**config.mk**
```make
export PLATFORM = sky130hd
export DESIGN_NAME = spi_sclk_gen
export DESIGN_NICKNAME = d
export VERILOG_FILES = /design/src/rtl/spi_sclk_gen.sv
export SDC_FILE = /design/constraint.sdc
export NUM_CORES = 1
export LEC_CHECK = 0
export BUFFER_PORTS_ARGS = -buffer_cell sky130_fd_sc_hd__buf_2
export CAP_MARGIN = 20
export CORE_ASPECT_RATIO = 0.8
export CORE_MARGIN = 4
export CORE_UTILIZATION = 45
export DETAILED_ROUTE_END_ITERATION = 8
export HOLD_SLACK_MARGIN = 0.06
export PLACE_DENSITY_LB_ADDON = 0.2
export SYNTH_ARGS = -nofsm -noshare
export SYNTH_HDL_FRONTEND = slang
export SYNTH_SLANG_ARGS = --single-unit
```
**constraint.sdc**
```tcl
create_clock -name clk_in -period 2.4 [get_ports clk_in]
set_input_delay 0.24 -clock clk_in [delete_from_list [all_inputs] [get_ports clk_in]]
set_output_delay 0.24 -clock clk_in [all_outputs]
set_load 0.01 [all_outputs]
```
**src/rtl/spi_sclk_gen.sv**
```systemverilog
`default_nettype none
// ============================================================================
//  Module   : spi_sclk_gen
//  Purpose  : SPI serial-clock burst generator. On start it latches the
//             half-period divider, burst length and idle polarity, then emits
//             N SCLK cycles with one-cycle lead/trail edge strobes and a done
//             pulse on normal completion. All outputs are registered.
//  Revision : 1.0  initial release
// ============================================================================
module spi_sclk_gen #(
   parameter int DIV_W = 8,
   parameter int CNT_W = 8
) (
   input  logic             clk_in,
   input  logic             rst,
   input  logic             start,
   input  logic             abort,
   input  logic [DIV_W-1:0] div_half,
   input  logic [CNT_W-1:0] n_cycles,
   input  logic             cpol,
   output logic             sclk,
   output logic             lead_stb,
   output logic             trail_stb,
   output logic             busy,
   output logic             done
);

   localparam logic [DIV_W-1:0] c_HCNT_ONE = {{(DIV_W-1){1'b0}}, 1'b1};
   localparam logic [CNT_W:0]   c_TCNT_ONE = {{CNT_W{1'b0}}, 1'b1};

   typedef enum logic [0:0] {
      S_IDLE = 1'b0,
      S_RUN  = 1'b1
   } state_t;

   state_t r_state;
   state_t w_state_nxt;

   // Latched burst configuration
   logic [DIV_W-1:0] r_d;
   logic [CNT_W-1:0] r_n;
   logic             r_cpol;

   // Half-period counter and toggle counter (one bit wider than N so 2N fits)
   logic [DIV_W-1:0] r_hcnt;
   logic [CNT_W:0]   r_tcnt;

   // Registered outputs
   logic r_sclk;
   logic r_lead;
   logic r_trail;
   logic r_busy;
   logic r_done;

   // Next-state values
   logic [DIV_W-1:0] w_d_nxt;
   logic [CNT_W-1:0] w_n_nxt;
   logic             w_cpol_nxt;
   logic [DIV_W-1:0] w_hcnt_nxt;
   logic [CNT_W:0]   w_tcnt_nxt;
   logic             w_sclk_nxt;
   logic             w_lead_nxt;
   logic             w_trail_nxt;
   logic             w_busy_nxt;
   logic             w_done_nxt;

   logic w_start_ok;
   logic w_tgl;
   logic w_last_tgl;

   assign w_start_ok = start & ~abort & (n_cycles != '0);
   assign w_tgl      = (r_hcnt == r_d);
   // The toggle about to happen is number 2N when 2N-1 toggles are behind us
   assign w_last_tgl = (r_tcnt == ({r_n, 1'b0} - c_TCNT_ONE));

   // FSM state register
   always_ff @(posedge clk_in or posedge rst) begin
      if (rst) begin
         r_state <= S_IDLE;
      end else begin
         r_state <= w_state_nxt;
      end
   end

   // Next-state and next-output decode; abort outranks every RUN event
   always_comb begin
      w_state_nxt = r_state;
      w_d_nxt     = r_d;
      w_n_nxt     = r_n;
      w_cpol_nxt  = r_cpol;
      w_hcnt_nxt  = r_hcnt;
      w_tcnt_nxt  = r_tcnt;
      w_sclk_nxt  = r_sclk;
      w_lead_nxt  = 1'b0;
      w_trail_nxt = 1'b0;
      w_busy_nxt  = r_busy;
      w_done_nxt  = 1'b0;

      case (r_state)
         S_IDLE: begin
            w_sclk_nxt = cpol;
            w_busy_nxt = 1'b0;
            if (w_start_ok) begin
               w_state_nxt = S_RUN;
               w_d_nxt     = div_half;
               w_n_nxt     = n_cycles;
               w_cpol_nxt  = cpol;
               w_hcnt_nxt  = '0;
               w_tcnt_nxt  = '0;
               w_busy_nxt  = 1'b1;
            end
         end

         S_RUN: begin
            if (abort) begin
               w_state_nxt = S_IDLE;
               w_sclk_nxt  = r_cpol;
               w_busy_nxt  = 1'b0;
            end else if (w_tgl) begin
               w_hcnt_nxt = '0;
               w_tcnt_nxt = r_tcnt + c_TCNT_ONE;
               w_sclk_nxt = ~r_sclk;
               // Odd-numbered toggles (even count so far) leave the idle level
               if (r_tcnt[0] == 1'b0) begin
                  w_lead_nxt = 1'b1;
               end else begin
                  w_trail_nxt = 1'b1;
               end
               if (w_last_tgl) begin
                  w_state_nxt = S_IDLE;
                  w_sclk_nxt  = r_cpol;
                  w_busy_nxt  = 1'b0;
                  w_done_nxt  = 1'b1;
               end
            end else begin
               w_hcnt_nxt = r_hcnt + c_HCNT_ONE;
            end
         end

         default: begin
            w_state_nxt = S_IDLE;
            w_busy_nxt  = 1'b0;
         end
      endcase
   end

   // Datapath and output registers
   always_ff @(posedge clk_in or posedge rst) begin
      if (rst) begin
         r_d     <= '0;
         r_n     <= '0;
         r_cpol  <= 1'b0;
         r_hcnt  <= '0;
         r_tcnt  <= '0;
         r_sclk  <= 1'b0;
         r_lead  <= 1'b0;
         r_trail <= 1'b0;
         r_busy  <= 1'b0;
         r_done  <= 1'b0;
      end else begin
         r_d     <= w_d_nxt;
         r_n     <= w_n_nxt;
         r_cpol  <= w_cpol_nxt;
         r_hcnt  <= w_hcnt_nxt;
         r_tcnt  <= w_tcnt_nxt;
         r_sclk  <= w_sclk_nxt;
         r_lead  <= w_lead_nxt;
         r_trail <= w_trail_nxt;
         r_busy  <= w_busy_nxt;
         r_done  <= w_done_nxt;
      end
   end

   assign sclk      = r_sclk;
   assign lead_stb  = r_lead;
   assign trail_stb = r_trail;
   assign busy      = r_busy;
   assign done      = r_done;

endmodule
`default_nettype wire

```
# Word-level counts from Yosys, hierarchy flattened
# Cells that the tools add are included.
word_totals:
  regBits: 40
  latch_bits: 0
  ram_bits: 0
  romBits: 0
  in_bits: 21
  output_inout_bits: 5
  word_cells: 64
  memories: 0
op_classes:
  addsub: 3
  mul: 0
  div: 0
  magnitude_cmp: 0
  eq_ne: 7
  shift: 0
  n_mux: 33
  n_bitwise: 5
  n_reduce_logical: 5
ops:
  columns: ["op", "n"]
  rows:
  - ["$mux W9", 3]
  - ["$mux W8", 3]
  - ["$mux W1", 22]
  - ["$pmux W9 S2", 1]
  - ["$pmux W8 S2", 1]
  - ["$add A9 B1 Y9 const B", 1]
  - ["$eq A9 B9 Y1", 1]
  - ["$sub A9 B1 Y9 const B", 1]
  - ["$add A8 B1 Y8 const B", 1]
  - ["$eq A8 B8 Y1", 1]
  - ["$reduce_bool A8 Y1", 1]
  - ["$ne A3 B2 Y1 const B", 2]
  - ["$pmux W1 S2", 3]
  - ["$reduce_and A2 Y1", 3]
  - ["$ne A2 B2 Y1 const B", 2]
  - ["$not A1 Y1", 3]
  - ["$reduce_and A3 Y1", 1]
  - ["$and A1 B1 Y1", 2]
  - ["$ne A2 B1 Y1 const B", 1]

# Longest topological paths before layout
# Gate-level depths: netlist of the first run.
logic_depth:
  word_depth: 6
  depth_mapped: 9
  mapped_depth_nobuf: 8

# Least setup slack after synthesis of the first run
# Ideal clock, no wire load.
synth_timing:
  path_type: "reg-to-reg"
  start: "register r_n[0]"
  end: "register r_state"
  setup_ns: 0.124
  arrival_ns: 2.006
  setup_slack_ns: 0.270
  stages_incl_launch_ff: 10
  synth_period_minus_slack_ns: 2.130
  cell_sequence: "dfrtp_1 inv_1 ha_1 buf_6 nor2b_1 or3_1 a31o_1 a211oi_2 a21oi_1 or2_1"
synth_between:
  elab_chain_cells: 6
synth_lines:
  columns: ["element", "line_no", "source"]
  rows:
  - ["start: declaration", "41", "logic [CNT_W-1:0] r_n;"]
  - ["start signal: assignment", "162", "r_n <= w_n_nxt;"]
  - ["$sub A9 B1 Y9", "74", "assign w_last_tgl = (r_tcnt == ({r_n, 1'b0} - c_TCNT_ONE));"]
  - ["$eq A9 B9 Y1", "74", null]
  - ["$mux W1", "129", "if (w_last_tgl) begin"]
  - ["$mux W1", "119", "end else if (w_tgl) begin"]
  - ["$mux W1", "115", "if (abort) begin"]
  - ["$pmux W1 S2", "99", "case (r_state)"]
  - ["named net w_state_nxt", "37", "state_t w_state_nxt;"]
  - ["end signal: assignment", "81", "r_state <= w_state_nxt;"]
  - ["end: declaration", "36", "state_t r_state;"]
# The timed path passes the listed nets, and every way through them passes these cells.
# A chain may end at the register's enable or synchronous reset.

# Worst setup path after layout of the first run
layout_timing:
  start: "register r_n[1]"
  end: "register r_state"
# The elaborated chain is that of the path after synthesis.

==> results.py, run 1 <==
metrics = {
    "power_and_ir_drop": {
        "peakVddDrop_uv": 400,
        "pwr-share-seq_pct": 47.6,
        "p_clk_share_pct": 33.7,
        "pwr_density_cell_nw_per_um2": 733,
        "p_switching_w": 0.000481,
        "internal_power_w": 0.00130,
        "leakage_nw": 1.12,
        "combPwrFrac_pct": 18.7,
        "switching_share_pct": 27.0,
    },
    "final_layout": {
        "fin_util_pct": 56.0,
        "area_growth_pct": 15.3,
        "area.sequential_um2": 1000,
        "multi_input_area_um2": 1050,
        "nNetsFinal": 258,
        "antenna_cells": 0,
        "drive_above_1_share_pct": 24.3,
        "nFillCells": 388,
    },
    "yosys": {
        "yosys.area_share.simple_pct": 17.8,
        "async_reset_ff_share_pct": 100,
        "synth-seq-cells": 40,
        "ys_types": 38,
        "syn_inst": 205,
        "yosys-mux-area-fraction_pct": 8.50,
        "yosysTopAreaCell": "dfrtp_1",
        "ys.flop_type": "dfrtp_1",
        "synthesis.nets": 229,
        "synth_fa_ha_area_share_pct": 1.78,
        "ys_top_cells_by_count": "40 x dfrtp_1, 16 x nor2_1, 16 x o21ai_0",
        "synth_top_area_share_pct": 47.6,
        "synth.area.top_cells": "dfrtp_1 48%, mux2_2 8.0%, xnor2_1 6.2%, xor2_1 4.2%, o21ai_0 3.8%",
        "synth_enable_flop_cells": 0,
        "ys_seq_area_share_pct": 47.6,
        "yosys_warnings": 0,
        "synth_compound_area_share_pct": 11.2,
        "syn_area_per_cell_um2": 10.3,
        "netlist_area_um2": 2100,
        "synth_most_common_cell": "dfrtp_1",
        "synth-xor-area-share_pct": 10.4,
        "synth_top_family_by_area": "simple AND/OR/NAND/NOR gates",
    },
    "timing": {
        "worst_slack_ps": 168,
        "finalClockSkew_ps": 12.4,
        "fmax_mhz": 448,
        "fin_crit_sh_pct": 93.0,
        "slew_headroom_pct": 63.9,
        "hold_viol_final": 0,
        "min_period_ps": 2230,
        "tightest_slew_ps": 540,
        "setup_viol": 0,
        "finalSetupTns_ps": 0,
        "hold_slack_ps": 45.2,
        "slew_violations": 0,
        "rsz0062_at_grt": "false",
    },
    "clock_tree": {
        "numCtsBuffers": 5,
        "cts_resized": 0,
        "cts.sinks": 40,
        "clkTransAtPathRegs_ps": 80,
        "post_cts_buffers": 0,
        "cts_root_buf": "clkbuf_8",
        "cts_tree": "built",
        "clkLatencyLatePin_ps": 300,
        "cts_max_path_buffers": 2,
        "hold_buffers": 0,
        "ctsHtreeMaxLevel": 2,
    },
    "worst_setup_path": {
        "cp-end-kind": "register",
        "cpLargestDelayFamily": "simple AND/OR/NAND/NOR gates",
        "r2r_setup_slack_ps": 170,
        "arrival_ps": 2430,
        "critical_path_depth": 8,
        "path_class": "reg2reg",
        "slowest_stage": "dfrtp_1",
        "cp-startpoint": "r_n[1]$_DFFE_PP0P_",
        "worstPathCellList": "inv_1 -> ha_1 -> nor2b_1 -> or3_1 -> a31o_1 -> a211oi_2 -> a21oi_1 -> or2_1",
        "r2r_start": "r_n[1]$_DFFE_PP0P_",
        "crit_fanout": 8,
        "start_kind": "register",
        "path_buf_inv": 1,
        "slowest_delay_ps": 420,
        "endpoint": "r_state$_DFF_PP0_",
        "worst_r2r_path_depth": 8,
        "cp.required_ps": 2590,
        "r2r-end": "r_state$_DFF_PP0_",
    },
    "die": {
        "design.portCount": 26,
        "dieArea_um2": 5840,
        "die_y_um": 69.2,
        "die_w_um": 84.5,
        "placement_rows": 21,
        "start_util_pct": 48.5,
        "coreArea_um2": 4340,
    },
    "route": {
        "dr.pass1.iters": 4,
        "route.detailed.drc": 0,
        "final_antenna_net_count": 0,
        "wl_um": 4220,
        "vias_per_cell": 5.41,
        "vias": 1579,
        "drt_iter0_drc": 55,
        "wire_per_inst_um": 14.5,
    },
    "grt": {
        "antenna_found_initial": 0,
        "grt_pass1_vias": 1492,
        "grt_pass1_wl_um": 7470,
        "grt_overflow": 0,
        "grt_max_degree": 41,
        "track_usage_pct": 16.1,
    },
    "run": {
        "max_cap_violations": 0,
    },
    "hold_path": {
        "hold_path.class": "in2async",
    },
    "placement": {
        "place_congestion": 0.857,
        "dp_slack_ps": 172,
        "port_buffers": 25,
        "hpwl_um": 3140,
    },
    "run_status": {
        "status": "finished clean",
    },
}
==> worst register-to-register path, delay by kind of cell, from the launching register on <==
family / cells / cell delay (ps)
AND/OR/NAND/NOR: 3 / 710
AO/OA/AOI/OAI: 3 / 650
flip-flops: 1 / 420
adder cells (fa/ha/maj): 1 / 270
buffers and inverters: 1 / 80
==> metrics by stage <==
step	total power (W)	instances	cell area [um2]
after floorplan	0.00109	205	2100
after global placement	0.00118	284	2300
after detailed placement	0.00119	284	2300
after CTS	0.00180	292	2430
after global routing	0.00189	292	2430
final	0.00178	292	2430
==> per-layer routing <==
metal	share of wire, %	wire length [um]	GRT usage (%)
met1	53	2240	24.5
met2	39	1670	21.7
met3	6.6	280	5.83
met4	0.90	38	3.69
met5	0	0	0
==> power by group through the flow <==
stage | registers [W] | logic (W) | clock network, W
after detailed placement | 0.000859 | 0.000334 | 0
final | 0.000847 | 0.000332 | 0.000599
after CTS | 0.000847 | 0.000335 | 0.000616
after global routing | 0.000859 | 0.000373 | 0.000659
after global placement | 0.000857 | 0.000325 | 0
after floorplan | 0.000836 | 0.000259 | 0
==> sequential cells by signal (all words and copies together) (netlist names) <==
| signal | cells |
|---|---|
| r_tcnt | 9 |
| r_d | 8 |
| r_hcnt | 8 |
| r_n | 8 |
| busy | 1 |
| done | 1 |
| lead_stb | 1 |
| r_cpol | 1 |
| r_state | 1 |
| sclk | 1 |
| trail_stb | 1 |
==> cells in the final DEF (no fill, tap or decap), types with 3 or more instances in the layout <==
| master | count |
|---|---|
| dfrtp_1 | 40 |
| buf_2 | 25 |
| nor2_1 | 16 |
| o21ai_0 | 16 |
| mux2_2 | 15 |
| xnor2_1 | 15 |
| nand2_1 | 12 |
| xor2_1 | 10 |
| and3_1 | 9 |
| clkbuf_8 | 7 |
| nand2b_1 | 5 |
| nand4_1 | 5 |
| nand3_1 | 5 |
| a21oi_1 | 5 |
| nor2b_1 | 5 |
| inv_1 | 5 |
| buf_4 | 5 |
| nor3_1 | 4 |
| a211oi_2 | 3 |
| ha_1 | 3 |
==> area by class of cell <==
class	instances	share of cell area [%]
multi-input combinational	152	43.1
clock inverter	1	1.24
timing repair buffer	30	6.70
tap	57	2.94
sequential	40	41.3
inverter	5	0.774
clock buffer	7	3.97
==> worst min path at each step <==
stage,startpoint,endpoint,cells after the start
detailed placement,rst,trail_stb$_DFF_PP0_,3
CTS,rst,trail_stb$_DFF_PP0_,3
floorplan,n_cycles[0],r_n[0]$_DFFE_PP0P_,2
global route,rst,trail_stb$_DFF_PP0_,3
finish,rst,trail_stb$_DFF_PP0_,3
global placement,rst,r_d[0]$_DFFE_PP0P_,3
==> kinds of logic after synthesis <==
logic type	after synthesis
compound gates	37
xor+xnor	25
fa+ha+maj	3
buf+inv	13
flops	40
mux	16
simple gates	71
Power figures use the tool's default switching activity.
==> run 2, diff against run 1 <==
Settings changed: REMOVE_ABC_BUFFERS set to 1.
==> run 2 against run 1 <==
Net effect:
- routed wire length is 0.45% lower
- register-to-register slack better by 50 ps
- non-clock buffer count stayed put
- hold slack better by 21 ps
- sequential power hardly changed
- maximum frequency is 2.2% higher
- critical path type unchanged
==> results.py, run 2 (synthesis gave the netlist of run 1 again) <==
metrics = {
    "power_and_ir_drop": {
        "switching_share_pct": 29.7,
        "combPwrFrac_pct": 20.3,
        "pwr-share-seq_pct": 53.0,
        "leakage_nw": 1.10,
        "p_clk_share_pct": 26.7,
        "p_switching_w": 0.000476,
        "internal_power_w": 0.00113,
        "pwr_density_cell_nw_per_um2": 675,
        "peakVddDrop_uv": 447,
    },
    "placement": {
        "hpwl_um": 3090,
        "place_congestion": 0.919,
        "port_buffers": 25,
    },
    "timing": {
        "rsz0062_at_grt": "false",
        "slew_violations": 0,
        "tightest_slew_ps": 566,
        "fin_crit_sh_pct": 91.0,
        "slew_headroom_pct": 62.1,
        "setup_viol": 0,
        "min_period_ps": 2180,
        "hold_viol_final": 0,
        "finalClockSkew_ps": 3.53,
        "fmax_mhz": 458,
        "finalSetupTns_ps": 0,
    },
    "route": {
        "wire_per_inst_um": 14.4,
        "vias_per_cell": 5.35,
        "dr.pass1.iters": 4,
        "final_antenna_net_count": 0,
        "drt_iter0_drc": 118,
        "vias": 1557,
        "route.detailed.drc": 0,
        "wl_um": 4200,
    },
    "die": {
        "coreArea_um2": 4340,
        "placement_rows": 21,
        "die_w_um": 84.5,
        "dieArea_um2": 5840,
        "start_util_pct": 48.5,
        "design.portCount": 26,
        "die_y_um": 69.2,
    },
    "grt": {
        "grt_pass1_wl_um": 7260,
        "grt_overflow": 0,
        "grt_max_degree": 41,
        "track_usage_pct": 15.5,
        "antenna_found_initial": 0,
        "grt_pass1_vias": 1455,
    },
    "worst_setup_path": {
        "worstPathCellList": "inv_1 -> ha_1 -> nor2b_1 -> or3_1 -> a31o_1 -> a211oi_2 -> a21oi_1 -> or2_1",
        "slowest_delay_ps": 450,
        "path_class": "reg2reg",
        "cp.required_ps": 2580,
        "cpLargestDelayFamily": "simple AND/OR/NAND/NOR gates",
        "path_buf_inv": 1,
        "crit_fanout": 6,
        "cp-end-kind": "register",
        "start_kind": "register",
        "arrival_ps": 2360,
        "slowest_stage": "dfrtp_1",
    },
    "final_layout": {
        "antenna_cells": 0,
        "multi_input_area_um2": 1050,
        "area.sequential_um2": 1000,
        "nFillCells": 409,
        "drive_above_1_share_pct": 23.5,
        "fin_util_pct": 54.8,
        "area_growth_pct": 13.0,
        "final_common_cell": "dfrtp_1",
        "largest_reg_flops": 9,
        "largest-register": "r_tcnt",
        "layout_common_cells": "40 x dfrtp_1, 25 x buf_2, 16 x nor2_1, 16 x o21ai_0",
        "nNetsFinal": 258,
    },
    "clock_tree": {
        "cts_root_buf": "clkbuf_8",
        "cts_tree": "built",
        "cts_max_path_buffers": 2,
        "cts.sinks": 40,
        "hold_buffers": 0,
        "clkTransAtPathRegs_ps": 80,
        "post_cts_buffers": 0,
        "clkLatencyLatePin_ps": 290,
        "cts_resized": 0,
        "ctsHtreeMaxLevel": 2,
        "numCtsBuffers": 5,
    },
    "run": {
        "max_cap_violations": 0,
    },
    "hold_path": {
        "hold_path.class": "in2async",
    },
    "run_status": {
        "status": "finished clean",
    },
}
-- run 2: cell count changes in the layout (fill, tap and decap cells not counted), sizes merged --
cell,delta
bufinv,-1
clkbuf,-1
clkinv,+1
-- run 2: area by class of cell --
| class | count | share of cell area, % |
|---|---|---|
| clock buffers | 6 | 3.05 |
| clock inverters | 1 | 0.211 |
| inverters | 5 | 0.789 |
| multi-input cells | 152 | 44.0 |
| flip-flops and latches | 40 | 42.1 |
| well taps | 57 | 3.00 |
| repair buffers | 30 | 6.84 |
-- run 2: power by group through the flow --
| stage | clock network [W] | logic (W) | registers [W] |
|---|---|---|---|
| after global placement | 0 | 0.000323 | 0.000862 |
| after detailed placement | 0 | 0.000329 | 0.000862 |
| final | 0.000429 | 0.000325 | 0.000850 |
| after global routing | 0.000481 | 0.000366 | 0.000863 |
| after floorplan | 0 | 0.000248 | 0.000836 |
| after CTS | 0.000438 | 0.000330 | 0.000848 |
-- run 2: per-layer routing --
layer / up-vias / part of all wire (%) / track usage (%)
li1: 779 / - / -
met1: 743 / 56 / 25.6
met2: 30 / 38 / 19.1
met4: 0 / 1.0 / 4.22
met3: 5 / 4.7 / 4.17
met5: - / 0 / 0
-- run 2: path summary, 6_finish.rpt --
path | from | end | slack [ps] | depth (start not counted)
worst max-delay path | r_n[0]$_DFFE_PP0P_ | r_state$_DFF_PP0_ | 220 | 8
worst min-delay path | rst | r_d[7]$_DFFE_PP0P_ | 70 | 3
worst max register to register | r_n[0]$_DFFE_PP0P_ | r_state$_DFF_PP0_ | 220 | 8
worst min register to register | busy$_DFFE_PP0P_ | busy$_DFFE_PP0P_ | 530 | 1
max in group asynchronous | rst | r_d[4]$_DFFE_PP0P_ | 1980 | 3
min in group clk_in | div_half[0] | r_d[0]$_DFFE_PP0P_ | 180 | 2
-- run 2: through the flow --
step	setup WS [ps]	hold WS [ps]	power, W	area (um2)	std cells
3_5_place_dp	221	396	0.00119	2300	284
5_1_grt	68.5	117	0.00171	2380	291
6_report	216	66.6	0.00160	2380	291
3_3_place_gp	274	394	0.00118	2300	284
2_1_floorplan	298	357	0.00108	2070	197
4_1_cts	214	82.7	0.00162	2380	291
-- run 2: worst reg2reg max path: cells and delay by family, from the launching register on --
family / cells / cell delay [ps]
buffers and inverters: 1 / 80
adders and majority gates: 1 / 230
AOI/OAI and AO/OA: 3 / 620
and+or+nand+nor: 3 / 690
DFF: 1 / 450
==> run 3, diff against run 2 <==
Settings changed: PLACE_DENSITY set to 0.63, PLACE_DENSITY_LB_ADDON 0.2 to unset.
==> run 3 against run 2 <==
Net effect:
- maximum frequency decreased by 2.5%
- non-clock buffer count decreased by 1
- clock-buffer cell count increased by 1
- sequential power about the same
- clock power increased by 12%
- design area increased by 0.53%
- via count decreased by 2.6%
- sequential share of layout area decreased by 0.17 points
- clock skew increased by 1.9 ps
- core utilization increased by 0.29 points
- power increased by 2.8%
- critical path type unchanged
==> results.py, run 3 (synthesis gave the netlist of run 1 again) <==
metrics = {
    "run_status": {
        "status": "finished clean",
    },
    "clock_tree": {
        "post_cts_buffers": 0,
        "ctsHtreeMaxLevel": 2,
        "clkLatencyLatePin_ps": 280,
        "cts_max_path_buffers": 2,
        "cts_root_buf": "clkbuf_8",
        "hold_buffers": 0,
        "clkTransAtPathRegs_ps": 80,
        "numCtsBuffers": 5,
        "cts.sinks": 40,
        "cts_resized": 0,
        "cts_tree": "built",
    },
    "final_layout": {
        "final_cells": 290,
        "largest_reg_flops": 9,
        "layout_common_cells": "39 x dfrtp_1, 25 x buf_2, 16 x nor2_1, 16 x o21ai_0",
        "antenna_cells": 0,
        "nNetsFinal": 257,
        "drive_above_1_share_pct": 24.0,
        "largest-register": "r_tcnt",
        "area_growth_pct": 13.6,
        "final_common_cell": "dfrtp_1",
    },
    "grt": {
        "grt_pass1_vias": 1429,
        "grt_overflow": 0,
        "grt_max_degree": 41,
        "antenna_found_initial": 0,
        "track_usage_pct": 15.1,
        "grt_pass1_wl_um": 7130,
    },
    "die": {
        "start_util_pct": 48.5,
        "die_w_um": 84.5,
        "die_y_um": 69.2,
        "design.portCount": 26,
        "placement_rows": 21,
        "dieArea_um2": 5840,
        "coreArea_um2": 4340,
    },
    "placement": {
        "hpwl_um": 3090,
        "place_congestion": 0.825,
        "dp.cells": 283,
        "dp_slack_ps": 113,
        "port_buffers": 25,
    },
    "timing": {
        "fin_crit_sh_pct": 93.3,
        "worst_slack_ps": 160,
        "min_period_ps": 2240,
        "slew_headroom_pct": 62.6,
        "setup_viol": 0,
        "rsz0062_at_grt": "false",
        "finalClockSkew_ps": 5.41,
        "slew_violations": 0,
        "hold_viol_final": 0,
        "tightest_slew_ps": 560,
        "finalSetupTns_ps": 0,
        "fmax_mhz": 446,
    },
    "route": {
        "wire_per_inst_um": 14.3,
        "final_antenna_net_count": 0,
        "wl_um": 4160,
        "vias_per_cell": 5.23,
        "dr.pass1.iters": 4,
        "drt_iter0_drc": 80,
        "vias": 1517,
        "route.detailed.drc": 0,
    },
    "hold_path": {
        "hold_path.class": "in2async",
    },
    "power_and_ir_drop": {
        "leakage_nw": 1.10,
        "peakVddDrop_uv": 494,
        "pwr_density_cell_nw_per_um2": 690,
        "finalPower_w": 0.00165,
    },
    "worst_setup_path": {
        "arrival_ps": 2410,
        "path_class": "reg2reg",
        "crit_fanout": 8,
        "cp-end-kind": "register",
        "start_kind": "register",
        "cp.required_ps": 2570,
    },
    "run": {
        "max_cap_violations": 0,
    },
}
run 3: path summary, 6_finish.rpt:
| kind | end | from | slack [ps] | depth (start not counted) |
|---|---|---|---|---|
| max in group asynchronous | r_n[0]$_DFFE_PP0P_ | rst | 1950 | 3 |
| max | r_state$_DFF_PP0_ | r_n[0]$_DFFE_PP0P_ | 160 | 8 |
| min in group clk_in | r_n[0]$_DFFE_PP0P_ | n_cycles[0] | 180 | 3 |
| min reg2reg | busy$_DFFE_PP0P_ | busy$_DFFE_PP0P_ | 490 | 1 |
| max reg2reg | r_state$_DFF_PP0_ | r_n[0]$_DFFE_PP0P_ | 160 | 8 |
| min | trail_stb$_DFF_PP0_ | rst | 60 | 3 |
run 3: report_power, final:
group          switching [W]  total (W)  internal [W]  leakage, nW
sequential         0.0000915   0.000847      0.000756        0.515
clock               0.000225   0.000481      0.000256       0.0503
combinational       0.000150   0.000321      0.000172        0.536
total               0.000466    0.00165       0.00118         1.10
run 3: per-stage QoR:
step	cell area (um2)	hold slack, ps	utilization [%]
final	2390	61.8	55.1
after global placement	2290	396	52.9
after detailed placement	2290	397	52.9
after global routing	2390	121	55.1
after floorplan	2070	357	-
after CTS	2390	88.1	55.1
run 3: layer usage:
| metal | vias up | wire length [um] | track usage (%) |
|---|---|---|---|
| li1 | 766 | - | - |
| met1 | 708 | 2310 | 24.2 |
| met2 | 41 | 1600 | 19.8 |
| met3 | 2 | 229 | 4.17 |
| met4 | 0 | 19 | 3.69 |
| met5 | - | 0 | 0 |
run 3: area by class of cell:
class | instances | area [um2]
fillers | 400 | 1950
multi-input cells | 152 | 1050
flip-flops and latches | 40 | 1000
repair buffers | 29 | 155
clock buffers | 7 | 96.3
well taps | 57 | 71.3
inverters | 5 | 18.8
run 3: critical path: stages, from the launching register on:
cell and delay (ps):
dfrtp_2 410, inv_1 80, ha_1 290, nor2b_1 160
or3_1 340, a31o_1 220, a211oi_2 280, a21oi_1 140
or2_1 210
